**src/rtl/ir_nec_pkg.sv**
```systemverilog
// Shared types and timing windows for the NEC IR receiver. Windows are in 10 us ticks, inclusive.
package ir_nec_pkg;

    typedef enum logic [2:0] {
        IDLE,
        LEAD_M,
        LEAD_S,
        BIT_M,
        BIT_S,
        STOP,
        RPT_M
    } state_t;

    localparam int LEAD_MARK_MIN  = 800;
    localparam int LEAD_MARK_MAX  = 1000;
    localparam int LEAD_SPACE_MIN = 400;
    localparam int LEAD_SPACE_MAX = 500;
    localparam int RPT_SPACE_MIN  = 180;
    localparam int RPT_SPACE_MAX  = 270;
    localparam int BIT_MARK_MIN   = 40;
    localparam int BIT_MARK_MAX   = 75;
    localparam int ZERO_SPACE_MIN = 40;
    localparam int ZERO_SPACE_MAX = 75;
    localparam int ONE_SPACE_MIN  = 140;
    localparam int ONE_SPACE_MAX  = 200;

    localparam int FRAME_BITS = 32;

    function automatic logic in_win(input int d, input int lo, input int hi);
        return (d >= lo) && (d <= hi);
    endfunction

endpackage

```
**src/rtl/ir_sync_filter.sv**
```systemverilog
// Synchronizes the raw IR line, generates the sample tick and glitch-filters the level.
// rise/fall pulse for one clk in the same cycle the filtered level first shows its new value.
module ir_sync_filter #(
    parameter int TICK_DIV     = 500,
    parameter int FILTER_TICKS = 3
) (
    input  logic clk,
    input  logic rst_n,
    input  logic ir,
    output logic tick,
    output logic level,
    output logic rise,
    output logic fall
);

    localparam int PW = (TICK_DIV > 1) ? $clog2(TICK_DIV) : 1;
    localparam int FW = (FILTER_TICKS > 1) ? $clog2(FILTER_TICKS) : 1;

    logic [PW-1:0] pre;
    logic          sync1;
    logic          sync2;
    logic [FW-1:0] fcnt;

    assign tick = (pre == PW'(TICK_DIV - 1));

    always_ff @(posedge clk or negedge rst_n) begin
        if (!rst_n) begin
            pre   <= '0;
            sync1 <= 1'b0;
            sync2 <= 1'b0;
        end else begin
            pre   <= tick ? '0 : pre + 1'b1;
            sync1 <= ir;
            sync2 <= sync1;
        end
    end

    // fcnt counts consecutive tick samples that disagree with the filtered level
    always_ff @(posedge clk or negedge rst_n) begin
        if (!rst_n) begin
            fcnt  <= '0;
            level <= 1'b0;
            rise  <= 1'b0;
            fall  <= 1'b0;
        end else begin
            rise <= 1'b0;
            fall <= 1'b0;
            if (tick) begin
                if (sync2 == level) begin
                    fcnt <= '0;
                end else if (fcnt == FW'(FILTER_TICKS - 1)) begin
                    fcnt  <= '0;
                    level <= sync2;
                    rise  <= sync2;
                    fall  <= ~sync2;
                end else begin
                    fcnt <= fcnt + 1'b1;
                end
            end
        end
    end

endmodule

```
**src/rtl/ir_nec_receiver.sv**
```systemverilog
// NEC IR decoder: measures filtered mark/space durations and latches addr/cmd with a level irq until ack.
// Repeat-code decoding is enabled by defining IR_NEC_REPEAT_EN; otherwise repeats abort silently and rpt is 0.
module ir_nec_receiver
    import ir_nec_pkg::*;
#(
    parameter int TICK_DIV     = 500,
    parameter int FILTER_TICKS = 3,
    parameter int CNT_W        = 11
) (
    input  logic        clk,
    input  logic        rst_in,
    input  logic        ir,
    input  logic        ack,
    output logic [15:0] addr,
    output logic [7:0]  cmd,
    output logic        irq,
    output logic        rpt,
    output logic        overrun,
    output logic        err
);

    logic tick, level, rise, fall;

    ir_sync_filter #(
        .TICK_DIV    (TICK_DIV),
        .FILTER_TICKS(FILTER_TICKS)
    ) u_filt (
        .clk  (clk),
        .rst_n(rst_in),
        .ir   (ir),
        .tick (tick),
        .level(level),
        .rise (rise),
        .fall (fall)
    );

    state_t           state, state_nxt;
    logic [CNT_W-1:0] cnt;
    logic [5:0]       bitcnt;
    logic [31:0]      shift;
    logic             sat, edge_p, mark_end, space_end;
    int               dur;
    logic             w_lead_m, w_lead_s, w_rpt_s, w_bit_m, w_zero, w_one;
    logic             shift_en, shift_bit, frame_ok, rpt_ok, err_p, done;

    assign sat       = &cnt;
    assign edge_p    = rise | fall;
    assign mark_end  = edge_p & ~level;
    assign space_end = edge_p & level;
    assign dur       = int'(cnt);

    assign w_lead_m = in_win(dur, LEAD_MARK_MIN, LEAD_MARK_MAX);
    assign w_lead_s = in_win(dur, LEAD_SPACE_MIN, LEAD_SPACE_MAX);
    assign w_rpt_s  = in_win(dur, RPT_SPACE_MIN, RPT_SPACE_MAX);
    assign w_bit_m  = in_win(dur, BIT_MARK_MIN, BIT_MARK_MAX);
    assign w_zero   = in_win(dur, ZERO_SPACE_MIN, ZERO_SPACE_MAX);
    assign w_one    = in_win(dur, ONE_SPACE_MIN, ONE_SPACE_MAX);

    always_ff @(posedge clk or negedge rst_in) begin
        if (!rst_in) state <= IDLE;
        else         state <= state_nxt;
    end

    // A saturated duration counter outside IDLE means an edge never came
    always_comb begin
        state_nxt = state;
        case (state)
            IDLE:   if (space_end) state_nxt = LEAD_M;
            LEAD_M: begin
                if (sat)           state_nxt = IDLE;
                else if (mark_end) state_nxt = w_lead_m ? LEAD_S : IDLE;
            end
            LEAD_S: begin
                if (sat) state_nxt = IDLE;
                else if (space_end) begin
                    state_nxt = IDLE;
                    if (w_lead_s) state_nxt = BIT_M;
`ifdef IR_NEC_REPEAT_EN
                    else if (w_rpt_s) state_nxt = RPT_M;
`endif
                end
            end
            BIT_M: begin
                if (sat) state_nxt = IDLE;
                else if (mark_end) begin
                    if (!w_bit_m)                        state_nxt = IDLE;
                    else if (bitcnt == 6'(FRAME_BITS))   state_nxt = STOP;
                    else                                 state_nxt = BIT_S;
                end
            end
            BIT_S: begin
                if (sat)            state_nxt = IDLE;
                else if (space_end) state_nxt = (w_zero || w_one) ? BIT_M : IDLE;
            end
            STOP:    state_nxt = IDLE;
`ifdef IR_NEC_REPEAT_EN
            RPT_M: begin
                if (sat || mark_end) state_nxt = IDLE;
            end
`endif
            default: state_nxt = IDLE;
        endcase
    end

`ifdef IR_NEC_REPEAT_EN
    logic have_valid;
`endif

    always_comb begin
        err_p     = 1'b0;
        frame_ok  = 1'b0;
        rpt_ok    = 1'b0;
        shift_en  = 1'b0;
        shift_bit = 1'b0;
        case (state)
            LEAD_M: err_p = sat | (mark_end & ~w_lead_m);
            LEAD_S: err_p = sat | (space_end & ~w_lead_s & ~w_rpt_s);
            BIT_M:  err_p = sat | (mark_end & ~w_bit_m);
            BIT_S: begin
                if (sat) begin
                    err_p = 1'b1;
                end else if (space_end) begin
                    shift_en  = w_zero | w_one;
                    shift_bit = w_one;
                    err_p     = ~(w_zero | w_one);
                end
            end
            STOP: begin
                frame_ok = (shift[31:24] == ~shift[23:16]);
                err_p    = ~frame_ok;
            end
`ifdef IR_NEC_REPEAT_EN
            RPT_M: begin
                if (sat) begin
                    err_p = 1'b1;
                end else if (mark_end) begin
                    rpt_ok = w_bit_m & have_valid;
                    err_p  = ~(w_bit_m & have_valid);
                end
            end
`endif
            default: ;
        endcase
    end

    assign done = frame_ok | rpt_ok;

    always_ff @(posedge clk or negedge rst_in) begin
        if (!rst_in) begin
            cnt    <= '0;
            bitcnt <= '0;
            shift  <= '0;
        end else begin
            if (edge_p)            cnt <= '0;
            else if (tick && !sat) cnt <= cnt + 1'b1;
            if (state == LEAD_S)   bitcnt <= '0;
            else if (shift_en)     bitcnt <= bitcnt + 1'b1;
            if (shift_en)          shift <= {shift_bit, shift[31:1]};
        end
    end

    // A completion coinciding with ack counts as the new pending code, not an overrun
    always_ff @(posedge clk or negedge rst_in) begin
        if (!rst_in) begin
            addr    <= '0;
            cmd     <= '0;
            irq     <= 1'b0;
            overrun <= 1'b0;
            err     <= 1'b0;
        end else begin
            err <= err_p;
            if (frame_ok) begin
                addr <= shift[15:0];
                cmd  <= shift[23:16];
            end
            if (done) begin
                irq     <= 1'b1;
                overrun <= ~ack & (overrun | irq);
            end else if (ack) begin
                irq     <= 1'b0;
                overrun <= 1'b0;
            end
        end
    end

`ifdef IR_NEC_REPEAT_EN
    always_ff @(posedge clk or negedge rst_in) begin
        if (!rst_in) begin
            rpt        <= 1'b0;
            have_valid <= 1'b0;
        end else if (frame_ok) begin
            rpt        <= 1'b0;
            have_valid <= 1'b1;
        end else if (rpt_ok) begin
            rpt <= 1'b1;
        end
    end
`else
    assign rpt = 1'b0;
`endif

endmodule

```
**config.mk**
```make
export PLATFORM = sky130hd
export DESIGN_NAME = ir_nec_receiver
export DESIGN_NICKNAME = d
export VERILOG_FILES = /design/src/rtl/ir_nec_pkg.sv /design/src/rtl/ir_sync_filter.sv /design/src/rtl/ir_nec_receiver.sv
export SDC_FILE = /design/constraint.sdc
export NUM_CORES = 1
export LEC_CHECK = 0
export ABC_CLOCK_PERIOD_IN_PS = 6070
export CAP_MARGIN = 20
export CORE_ASPECT_RATIO = 1.75
export CORE_MARGIN = 1
export CORE_UTILIZATION = 54
export DETAILED_ROUTE_END_ITERATION = 8
export PLACE_DENSITY = 0.74
export SKIP_CTS_REPAIR_TIMING = 1
export SLEW_MARGIN = 40
export SYNTH_ARGS = -nofsm -noshare
export SYNTH_HDL_FRONTEND = slang
export SYNTH_SLANG_ARGS = --single-unit
```
**constraint.sdc**
```tcl
create_clock -name clk -period 6.07 [get_ports clk]
set_clock_uncertainty 0.15 [all_clocks]
set_input_delay 1.821 -clock clk [delete_from_list [all_inputs] [get_ports clk]]
set_output_delay 1.821 -clock clk [all_outputs]
set_load 0.01 [all_outputs]
```
# ---- After elaboration in Yosys (flattened, before gate mapping)
# Index checks and enable logic that the tools add are counted.
dict set report totals {
  regBits 95
  latchBits 0
  ram_bits 0
  romBits 0
  input_bits 4
  mem_count 0
}
dict set report op_classes {
  add_sub_neg 4
  multipliers 0
  div_mod_pow 0
  magnitude_cmp 10
  eq_ne 15
  n_shift 0
  muxes 41
  bitwise 24
  n_reduce_logical 15
}
# operator n
set op_table {}
lappend op_table {{$mux 3} 10}
lappend op_table {{$ge 11x8->1 const B} 2}
lappend op_table {{$le 11x9->1 const B} 2}
lappend op_table {{$mux 11} 2}
lappend op_table {{$mux 1} 19}
lappend op_table {{$pmux 3 s5} 1}
lappend op_table {{$mux 6} 2}
lappend op_table {{$ne 3x3->1 const B} 4}
lappend op_table {{$add 11x1->11 const B} 1}
lappend op_table {{$ge 11x10->1 const B} 1}
lappend op_table {{$ge 11x6->1 const B} 1}
lappend op_table {{$ge 11x9->1 const B} 1}
lappend op_table {{$le 11x10->1 const B} 1}
lappend op_table {{$le 11x7->1 const B} 1}
lappend op_table {{$le 11x8->1 const B} 1}
lappend op_table {{$reduce_and 11->1} 1}
lappend op_table {{$mux 2} 5}
lappend op_table {{$not 1->1} 10}
lappend op_table {{$add 9x1->9 const B} 1}
lappend op_table {{$eq 9x9->1 const B} 1}
lappend op_table {{$mux 9} 1}
lappend op_table {{$eq 8x8->1} 1}
lappend op_table {{$not 8->8} 1}
lappend op_table {{$and 1x1->1} 7}
lappend op_table {{other kinds (18)} 32}

# ---- Logic depth before layout (Yosys ltp)
# Gate-level depths: netlist of run 1.
dict set report logic_depth {
  word_depth 8
  mapped_depth 9
  ltp_nobuf 8
}

# ---- Cells and area by module
# A second synthesis of run 1 with hierarchy kept.
dict set report unflattened {
  hier_cells 395
  area_unflattened_um2 4609.4
}
# module instances cells_each area_per_inst_um2
set by_module_without_submodules {}
lappend by_module_without_submodules {ir_nec_receiver 1 329 3833.7}
lappend by_module_without_submodules {ir_sync_filter 1 66 775.7}

# ---- Worst setup path before layout of run 1
# Ideal clock, no wire load.
dict set report synth_path {
  path_kind {reg-to-output}
  from {register irq}
  to {output port irq}
  t_arrival_ps 394
  t_required_ps 4099
  path_slack_ps 3705
  path_stages_with_launch 1
  path_cell_list {dfrtp_1}
}
# item line_no
set synth_rtl {}
lappend synth_rtl {{start: declaration} ir_nec_receiver.sv:16} ;# output logic irq,
lappend synth_rtl {{start signal: assignment} ir_nec_receiver.sv:167} ;# irq <= 1'b0;
lappend synth_rtl {{start signal: assignment} ir_nec_receiver.sv:177} ;# irq <= 1'b1;
lappend synth_rtl {{start signal: assignment} ir_nec_receiver.sv:180} ;# irq <= 1'b0;
# No word-level cell between the ends.

# ---- Worst setup path after layout of run 1
dict set report layout_path {
  from {register addr[7]}
  to {output port addr[7]}
}
# item line_no
set layout_rtl {}
lappend layout_rtl {{start: declaration} ir_nec_receiver.sv:14} ;# output logic [15:0] addr,
lappend layout_rtl {{start signal: assignment} ir_nec_receiver.sv:173} ;# addr <= shift[15:0];
# No word-level cell between the ends.

==> results of run 1 <==
path summary, 6_finish.rpt:
kind | startpoint | endpoint | slack, ns | cells past startpoint
worst max-delay path | addr[7] | addr[7] | 2.83 | 1
worst min-delay path | u_filt.sync1 | u_filt.sync2 | 0.20 | 0
worst max register to register | u_filt.pre[0] | cnt[8] | 3.37 | 8
worst min register to register | u_filt.sync1 | u_filt.sync2 | 0.20 | 0
max in group asynchronous | rst_in | shift[15] | 3.45 | 2
min in group asynchronous | rst_in | cnt[3] | 1.38 | 1
layout make-up:
cell class / instances / area share, %
Tap cell: 90 / 2.23
Multi-Input combinational cell: 260 / 37.4
Sequential cell: 95 / 47.0
Clock buffer: 12 / 5.27
Inverter: 12 / 0.891
Timing Repair Buffer: 32 / 6.19
Clock inverter: 4 / 1.04
synthesized netlist by cell type, types with 2 or more instances:
library cell and n:
xor2_1 12, o21ai_0 15, nand2b_1 7, buf_4 4
mux2_2 51, a21oi_1 9, nor2b_1 5, o311ai_1 2
mux2i_1 2, a21o_1 2, inv_1 12, nand3_1 13
or3_1 2, buf_2 6, nor4_1 5, nand2_1 23
nor2_1 37, clkbuf_1 6, nand4_1 8, or3b_1 2
buf_6 3, xnor2_1 13, dfrtp_1 95, mux2_1 5
and2_1 3, nor3_1 11, o211ai_1 3, or4_1 2
ha_1 5, o31ai_1 3
power breakdown:
part	switching [mW]	internal, mW	leakage [nW]	total (mW)
combinational	0.0123	0.00228	0.908	0.0146
clock	0.228	0.353	0.159	0.582
sequential	0.000258	0.634	1.31	0.634
logic make-up (layout without fill, tap and decap cells):
kind of cell | count (synthesis) | in the layout | share of synthesized area, %
fa+ha+maj | 5 | 5 | 1.41
compound gates | 40 | 40 | 5.68
mux | 58 | 58 | 14.7
other cells | 1 | 1 | 0.0847
buf+inv | 31 | 60 | 3.64
simple gates | 131 | 131 | 15.9
xor+xnor | 25 | 25 | 4.94
flops | 95 | 95 | 53.7
per-layer routing:
layer / wire, um / GRT usage [%] / share of wire, % / vias up
li1: - / - / - / 1387
met4: 163 / 9.88 / 2.1 / 0
met5: 0 / 0 / 0 / -
met2: 4080 / 34.8 / 53 / 53
met1: 3220 / 24.9 / 42 / 1412
met3: 277 / 3.72 / 3.6 / 16
flip-flops by register name, indices dropped and copies added, names as in the netlist:
register      cells
shift            32
addr             16
cnt              11
u_filt.pre        9
cmd               8
bitcnt            6
state             3
u_filt.fcnt       2
err               1
irq               1
overrun           1
u_filt.fall       1
u_filt.level      1
u_filt.rise       1
u_filt.sync1      1
u_filt.sync2      1
placed cells by master (no fill, tap or decap), types with 3 or more instances in the layout:
cell type and n:
dfrtp_1 95, mux2_2 51, nor2_1 37, clkdlybuf4s50_1 29, nand2_1 23, o21ai_0 15, nand3_1 13, xnor2_1 13
inv_1 12, xor2_1 12, nor3_1 11, a21oi_1 9, clkbuf_16 9, nand4_1 8, nand2b_1 7, nor2b_1 5
nor4_1 5, mux2_1 5, ha_1 5, o211ai_1 3, o31ai_1 3, clkbuf_8 3, buf_4 3
metrics by stage:
step	setup WS, ns	hold slack, ns	instances
CTS	2.82	0.202	505
global route	2.79	0.204	505
finish	2.83	0.200	505
global placement	3.04	0.187	489
detailed placement	3.00	0.188	489
floorplan	3.71	0.181	386
==> run summary, run 1 <==
RSZ-0062 raised after global routing -> false
Crit Path Class -> reg2out
clk root buf -> clkbuf_16
All-Layer GR Usage -> 20.5%
Worst EP required -> 4.10 ns
CORE AREA -> 7910 sq um
Slew @ Worst Pin -> 0.733 ns
Crit Path Max Fanout -> 2
Layout Nets -> 419
Vias/cell -> 5.68
worst path cell trace -> clkdlybuf4s50_1
worst min path class -> reg2reg
Syn Inst Count -> 386
DRC viols -> 0
power per cell area -> 243 nW/um^2
Routed wire per std cell -> 15.3 um
post-route minimum period -> 3.24 ns
# diodes -> 0
Distinct cells, synth -> 50
Antenna Nets Post-Route -> 0
worst path bufs/invs -> 1
final core occ -> 63.9%
Clock Sinks -> 95
die height -> 122 um
Crit-path slowest cell -> clkdlybuf4s50_1
global-route wire length before repair -> 13600 um
Final Wtd Congestion -> 0.898
# setup viols final -> 0
Largest delay share family, worst path -> buffers and inverters
fmax -> 309 MHz
via count -> 2868
pin count of the biggest net entering global routing -> 59
Setup crit end kind -> primary output
Max-cap violations -> 0
Max H-tree Level -> 3
number of I/O port buffers -> 30
syn nets -> 395
leading area contributor after synthesis -> dfrtp_1
initial antenna violation count -> 0
setup tns final -> 0 ns
crit path DAT -> 1.27 ns
Die Span X -> 70.5 um
ys flop type -> dfrtp_1
num rows -> 43
period utilization -> 53.3%
final WL -> 7740 um
DP Area -> 4740 sq um
clock transition at the registers of the reported paths -> 0.06 ns
Slew Limit Fails -> 0
Initial DRC Count -> 300
top cells by area, synth -> dfrtp_1 54%, mux2_2 13%, nor2_1 3.1%
total power -> 1.23 mW
die area -> 8580 sq um
Post-Layout Inst Area -> 5060 sq um
IO Count -> 32
syn avg cell area -> 11.5 sq um
cts bufs inserted -> 9
Fin. Hold Viols -> 0
grt total ovfl -> 0
DRT Pass-1 Iters -> 4
HPWL after DPL -> 5290 um
LEAKAGE -> 2.38 nW
CP max stage delay -> 0.56 ns
Fill cells -> 613
Yosys reg bits -> 95
Synth top area share -> 53.7%
clock latency on the worst-skew pair -> 0.34 ns
area grow syn2layout -> 14.2%
CTS tree -> built
Synthesis Warnings -> 0
Worst slew margin -> 51.1%
ys async rst share -> 100%
sequential-to-total area share from yosys stat -> 53.7%
CTS max path bufs -> 2
Max VDD drop -> 0.000273 V
Initial Util -> 56.0%
layout cell share with drive strength beyond 1 -> 19.3%
status -> finished clean
Netlist Area Pre-Place -> 4430 sq um
Multi-input gate area -> 1890 sq um
Reg area -> 2380 sq um
vias in the first global route -> 2847
Startpoint Class -> flop
EDFF count, synth -> 0
Note: power is estimated with default switching activity, not from simulation.
==> run 2: changes to the inputs <==
--- a/config.mk
+++ b/config.mk
@@ -5,13 +5,13 @@
 export SDC_FILE = /design/constraint.sdc
 export NUM_CORES = 1
 export LEC_CHECK = 0
-export ABC_CLOCK_PERIOD_IN_PS = 6070
+export ABC_CLOCK_PERIOD_IN_PS = 2850
 export CAP_MARGIN = 20
 export CORE_ASPECT_RATIO = 1.75
 export CORE_MARGIN = 1
-export CORE_UTILIZATION = 54
+export CORE_UTILIZATION = 53
 export DETAILED_ROUTE_END_ITERATION = 8
-export PLACE_DENSITY = 0.74
+export PLACE_DENSITY = 0.76
 export SKIP_CTS_REPAIR_TIMING = 1
 export SLEW_MARGIN = 40
 export SYNTH_ARGS = -nofsm -noshare
==> constraint.sdc (replaced) <==
create_clock -name clk -period 2.85 [get_ports clk]
set_clock_uncertainty 0.15 [all_clocks]
set_input_delay 0.855 -clock clk [delete_from_list [all_inputs] [get_ports clk]]
set_output_delay 0.855 -clock clk [all_outputs]
set_load 0.01 [all_outputs]
==> run 2 against run 1 <==
Against the previous run:
- the run now ends with DRC left
- non-clock buffer count is 9 higher
- combinational power is 150% higher
- register-to-register slack worse by 3.1 ns
- sequential cell count stayed put
- design area is 1.4% higher
- worst setup slack worse by 2.5 ns
- first-iteration DRC count is 4.0% higher
- global-route usage is 0.36 points lower
- core utilization hardly changed
- power is 110% higher
- die area is 1.8% higher
- sequential share of layout area is 0.65 points lower
==> run summary, run 2 (same netlist as run 1, synthesis figures left out) <==
Max-cap violations -> 0 (unchanged)
most frequent cells in the layout -> 95 x dfrtp_1, 51 x mux2_2, 37 x nor2_1
clk root buf -> clkbuf_16
# setup viols final -> 0 (unchanged)
most common cell after layout, fill and taps aside -> dfrtp_1
setup tns final -> 0 ns (unchanged)
Initial Util -> 55.2% (-0.75 points)
CTS tree -> built
IO Count -> 32 (unchanged)
Post-Layout Inst Area -> 5130 sq um (+1.4%)
initial antenna violation count -> 0 (unchanged)
# diodes -> 0 (unchanged)
status -> complete, but fails checks
Vias/cell -> 5.73 (+0.82%)
via count -> 2943 (+2.6%)
vias in the first global route -> 3037 (+6.7%)
CTS max path bufs -> 2 (unchanged)
die height -> 123 um (+0.92%)
RSZ-0062 raised after global routing -> false
Fin. Hold Viols -> 0 (unchanged)
DRT Pass-1 Iters -> 9 (+5)
Worst EP required -> 2.92 ns (-1.18 ns)
Startpoint Class -> flop
Clock power frac -> 46.4% (-0.9 points)
All-Layer GR Usage -> 20.1% (-0.36 points)
layout cell share with drive strength beyond 1 -> 20.5% (+1.2 points)
worst min path class -> reg2reg
num rows -> 43 (unchanged)
final WL -> 7910 um (+2.2%)
Sw Pwr -> 524 uW (+120%)
Combinational Power Share -> 1.4% (+0.2 points)
post-route minimum period -> 2.57 ns
die area -> 8740 sq um (+1.8%)
total power -> 2.59 mW (+110%)
Routed wire per std cell -> 15.4 um (+0.39%)
max FFs per register -> 32 (unchanged)
Antenna Nets Post-Route -> 0 (unchanged)
Crit Path Max Fanout -> 23 (+21)
grt total ovfl -> 0 (unchanged)
r2r setup slk -> 0.28 ns (-3.09 ns)
Fin Hold WS -> 0.197 ns (-0.00312 ns)
violated checks -> DRC
Crit Path Class -> reg2reg
fmax -> 390 MHz
Clock Sinks -> 95 (unchanged)
clock transition at the registers of the reported paths -> 0.06 ns (about the same)
power per cell area -> 504 nW/um^2 (+110%)
cts bufs inserted -> 9 (unchanged)
Layout Nets -> 428 (+2.1%)
pin count of the biggest net entering global routing -> 40 (-32%)
Slew @ Worst Pin -> 0.759 ns (+0.0253 ns)
period utilization -> 90.0%
switching part of the total -> 20.3% (+0.69 points)
number of I/O port buffers -> 30 (unchanged)
Max VDD drop -> 0.000429 V (+57%)
Regs by FF count -> shift (32), addr (16), cnt (11)
Initial DRC Count -> 312 (+4.0%)
Slew Limit Fails -> 0 (unchanged)
DRC viols -> 2 (+2)
crit path DAT -> 2.63 ns (+1.36 ns)
final core occ -> 64.0% (about the same)
area grow syn2layout -> 15.8%
Max H-tree Level -> 3 (unchanged)
DP Area -> 4830 sq um (+1.9%)
Die Span X -> 71.1 um (+0.92%)
sequential share of power -> 52.2% (+0.7 points)
LEAKAGE -> 2.42 nW (+1.7%)
Worst slew margin -> 49.4% (-1.7 points)
Setup crit end kind -> flop
Biggest register -> shift
HPWL after DPL -> 5450 um (+2.9%)
clock latency on the worst-skew pair -> 0.34 ns (about the same)
global-route wire length before repair -> 13700 um (+0.97%)
CORE AREA -> 8020 sq um (+1.4%)
Pint -> 2.06 mW (+110%)
Final Wtd Congestion -> 0.929 (+3.5%)
[run 2: changes by cell type in the layout (fill, tap and decap cells not counted)]
| cell | before | now |
|---|---|---|
| buf_4 | 3 | 10 |
| clkinv_4 | 2 | 0 |
| inv_6 | 0 | 1 |
| buf_12 | 0 | 2 |
| clkbuf_8 | 3 | 1 |
| clkinvlp_4 | 0 | 1 |
| clkinv_2 | 1 | 2 |
| and2_2 | 1 | 0 |
| clkbuf_1 | 0 | 1 |
| and2_1 | 2 | 3 |
[run 2: area by class of cell]
cell class | instances | area (sq um)
multi-input cells | 260 | 1890
clock buffers | 11 | 243
well taps | 90 | 113
inverters | 12 | 45.0
clock inverters | 5 | 56.3
fillers | 591 | 2890
repair buffers | 41 | 405
flip-flops and latches | 95 | 2380
[run 2: power groups by stage]
stage | logic (mW) | clock network, mW | registers (mW)
after floorplan | 0.00307 | 0 | 1.38
after global placement | 0.0380 | 0 | 1.38
after detailed placement | 0.0388 | 0 | 1.38
after CTS | 0.0389 | 1.22 | 1.35
after global routing | 0.0432 | 1.27 | 1.35
final | 0.0361 | 1.20 | 1.35
[run 2: critical path, stage by stage, from the launching register on]
cell and delay [ns]:
dfrtp_1 0.46, inv_1 0.07, ha_1 0.20, nand2b_1 0.11, a21oi_1 0.11, o32ai_2 0.65
nor2_8 0.15, buf_12 0.21, mux2_1 0.32
[run 2: worst paths after layout]
path / startpoint / to / cells past startpoint
worst max-delay path: cnt[0] / shift[23] / 8
worst min-delay path: u_filt.sync1 / u_filt.sync2 / 0
worst max register to register: cnt[0] / shift[23] / 8
worst min register to register: u_filt.sync1 / u_filt.sync2 / 0
max in group asynchronous: rst_in / addr[4] / 2
min in group asynchronous: rst_in / err / 1
[run 2: layer usage]
layer  track usage [%]  part of all wire (%)  up-vias
li1                  -                     -     1418
met5                 0                     0        -
met2              34.9                    51       74
met4              10.9                   2.3        0
met3              3.50                   3.8       15
met1              23.7                    42     1436
[run 2: per-stage QoR]
stage / setup WS [ns] / std cells
after floorplan: 0.600 / 386
after global placement: 0.375 / 498
after detailed placement: 0.316 / 498
after CTS: 0.296 / 514
after global routing: 0.142 / 514
final: 0.285 / 514
==> run 3: changes to the inputs <==
--- a/config.mk
+++ b/config.mk
@@ -9,9 +9,9 @@
 export CAP_MARGIN = 20
 export CORE_ASPECT_RATIO = 1.75
 export CORE_MARGIN = 1
-export CORE_UTILIZATION = 53
+export CORE_UTILIZATION = 50
 export DETAILED_ROUTE_END_ITERATION = 8
-export PLACE_DENSITY = 0.76
+export PLACE_DENSITY = 0.72
 export SKIP_CTS_REPAIR_TIMING = 1
 export SLEW_MARGIN = 40
 export SYNTH_ARGS = -nofsm -noshare
==> run 3 against run 2 <==
Against the previous run:
- the flow now finishes without violations
- power rose by 7.7%
- combinational power rose by 2%
- via count rose by 2.0%
- worst hold slack improved by 0.0068 ns
- critical endpoint unchanged
- non-clock buffer count rose by 3
- critical path type unchanged
- core utilization fell by 3.2 points
- worst setup slack improved by 0.070 ns
- global-route usage rose by 0.39 points
- routed wire length rose by 6.0%
- sequential power barely moved
- clock power rose by 17%
==> run summary, run 3 (same netlist as run 1, synthesis figures left out) <==
status -> finished clean
All-Layer GR Usage -> 20.5% (+0.39 points)
HPWL after DPL -> 5760 um (+5.6%)
die area -> 9250 sq um (+5.9%)
Biggest register -> shift
clock latency on the worst-skew pair -> 0.34 ns (about the same)
# diodes -> 0 (unchanged)
Final Wtd Congestion -> 0.897 (-3.4%)
pin count of the biggest net entering global routing -> 36 (-10%)
Regs by FF count -> shift (32), addr (16), cnt (11)
Worst slew margin -> 54.2% (+4.8 points)
Vias/cell -> 5.52 (-3.6%)
DRT Pass-1 Iters -> 5 (-4)
initial antenna violation count -> 0 (unchanged)
Die Span X -> 73.1 um (+2.9%)
Final WS setup -> 0.355 ns (+0.0702 ns)
Crit Path Class -> reg2reg
Top Metal Used -> met4
Fill cells -> 698 (+18%)
max FFs per register -> 32 (unchanged)
Antenna Nets Post-Route -> 0 (unchanged)
layout cell share with drive strength beyond 1 -> 21.3% (+0.79 points)
Placed Cells -> 528 (+6.0%)
Initial Util -> 51.4% (-3.8 points)
setup tns final -> 0 ns (unchanged)
die height -> 126 um (+2.9%)
post-route minimum period -> 2.50 ns (-0.0702 ns)
CTS max path bufs -> 2 (unchanged)
clock transition at the registers of the reported paths -> 0.07 ns (about the same)
period utilization -> 87.6% (-2.5 points)
Slew Limit Fails -> 0 (unchanged)
CTS tree -> built
Crit-path slowest cell -> or4_1
cts bufs inserted -> 9 (unchanged)
# setup viols final -> 0 (unchanged)
Routed wire per std cell -> 15.4 um (+0.12%)
Fin. Hold Viols -> 0 (unchanged)
worst path bufs/invs -> 1 (-1)
Crit Path Max Fanout -> 34 (+48%)
Largest delay share family, worst path -> simple AND/OR/NAND/NOR gates
IO Count -> 32 (unchanged)
Metal-1 WL -> 3430 um (+2.1%)
power per cell area -> 532 nW/um^2 (+5.4%)
Clock Sinks -> 95 (unchanged)
Startpoint Class -> flop
via count -> 3003 (+2.0%)
final WL -> 8380 um (+6.0%)
non-filler cells, final -> 544 (+5.8%)
num rows -> 45 (+4.7%)
CORE AREA -> 8610 sq um (+7.5%)
grt total ovfl -> 0 (unchanged)
most frequent cells in the layout -> 95 x dfrtp_1, 51 x mux2_2, 37 x nor2_1
crit path DAT -> 2.57 ns (-0.06 ns)
Setup crit end kind -> flop
area grow syn2layout -> 18.3%
Max-cap violations -> 0 (unchanged)
worst min path class -> reg2reg
vias in the first global route -> 3075 (+1.3%)
Worst EP required -> 2.93 ns (about the same)
clk root buf -> clkbuf_16
Max VDD drop -> 0.000442 V (+3.1%)
DRC viols -> 0 (-2)
Max H-tree Level -> 3 (unchanged)
most common cell after layout, fill and taps aside -> dfrtp_1
Layout Nets -> 431 (+0.70%)
RSZ-0062 raised after global routing -> false
global-route wire length before repair -> 14400 um (+4.7%)
CP max stage delay -> 0.70 ns (+0.05 ns)
number of I/O port buffers -> 30 (unchanged)
LEAKAGE -> 2.45 nW (+1.6%)
fmax -> 401 MHz (+2.8%)
met3 wire length -> 278 um (-7.3%)
total power -> 2.78 mW (+7.7%)
pre-CTS WS -> 0.378 ns (+0.0622 ns)
worst path cell trace -> nand3_1 > or4_1 > nand3_2 > nor2_8 > buf_12 > mux2_1
Initial DRC Count -> 186 (-40%)
Slew @ Worst Pin -> 0.687 ns (-0.0718 ns)
metal2 WL -> 4400 um (+8.0%)
==> run 3: cell count changes in the layout (fill, tap and decap cells not counted) <==
cell and change:
clkbuf_1 -1, clkinv_2 -2, bufinv_16 +2, inv_6 +1, clkbuf_8 -1, inv_8 +1
buf_4 +3
==> run 3: final timing paths <==
| check | startpoint | endpoint | slack, ns | cells past startpoint |
|---|---|---|---|---|
| max | cnt[6] | shift[23] | 0.35 | 6 |
| min | u_filt.sync1 | u_filt.sync2 | 0.20 | 0 |
| max reg2reg | cnt[6] | shift[23] | 0.35 | 6 |
| min reg2reg | u_filt.sync1 | u_filt.sync2 | 0.20 | 0 |
| max in group asynchronous | rst_in | shift[6] | 1.73 | 2 |
| min in group asynchronous | rst_in | irq | 0.24 | 1 |
==> run 3: final cells by class <==
cell class	count	area, sq um	share of cell area (%)
flip-flops and latches	95	2380	45.4
multi-input cells	260	1890	36.1
repair buffers	44	428	8.17
clock buffers	9	225	4.30
well taps	117	146	2.80
clock inverters	7	126	2.41
inverters	12	45.0	0.860
==> run 3: metal layers <==
metal,global-route usage (%),up-vias
met1,24.7,1488
met4,11.9,0
met2,33.4,72
li1,-,1423
met5,0,-
met3,4.13,20
==> run 3: worst reg2reg max path: cells and delay by family, from the launching register on <==
family | cells | cell delay, ns
AND/OR/NAND/NOR | 4 | 1.16
flip-flops | 1 | 0.54
multiplexers | 1 | 0.33
buffers and inverters | 1 | 0.20
==> run 3: stage by stage <==
stage          hold slack, ns  cell area [sq um]  utilization [%]
2_1_floorplan           0.181               4430                -
3_3_place_gp            0.186               4890             56.7
3_5_place_dp            0.191               4890             56.7
4_1_cts                 0.206               5240             60.8
5_1_grt                 0.212               5240             60.8
6_report                0.204               5240             60.8
==> run 3: power breakdown <==
part           switching [mW]  internal (mW)  total, mW  leakage (nW)
Sequential           0.000596           1.35       1.35          1.31
Clock                   0.529          0.869       1.40         0.169
Combinational          0.0284        0.00862     0.0370         0.976
Total                   0.558           2.23       2.78          2.45
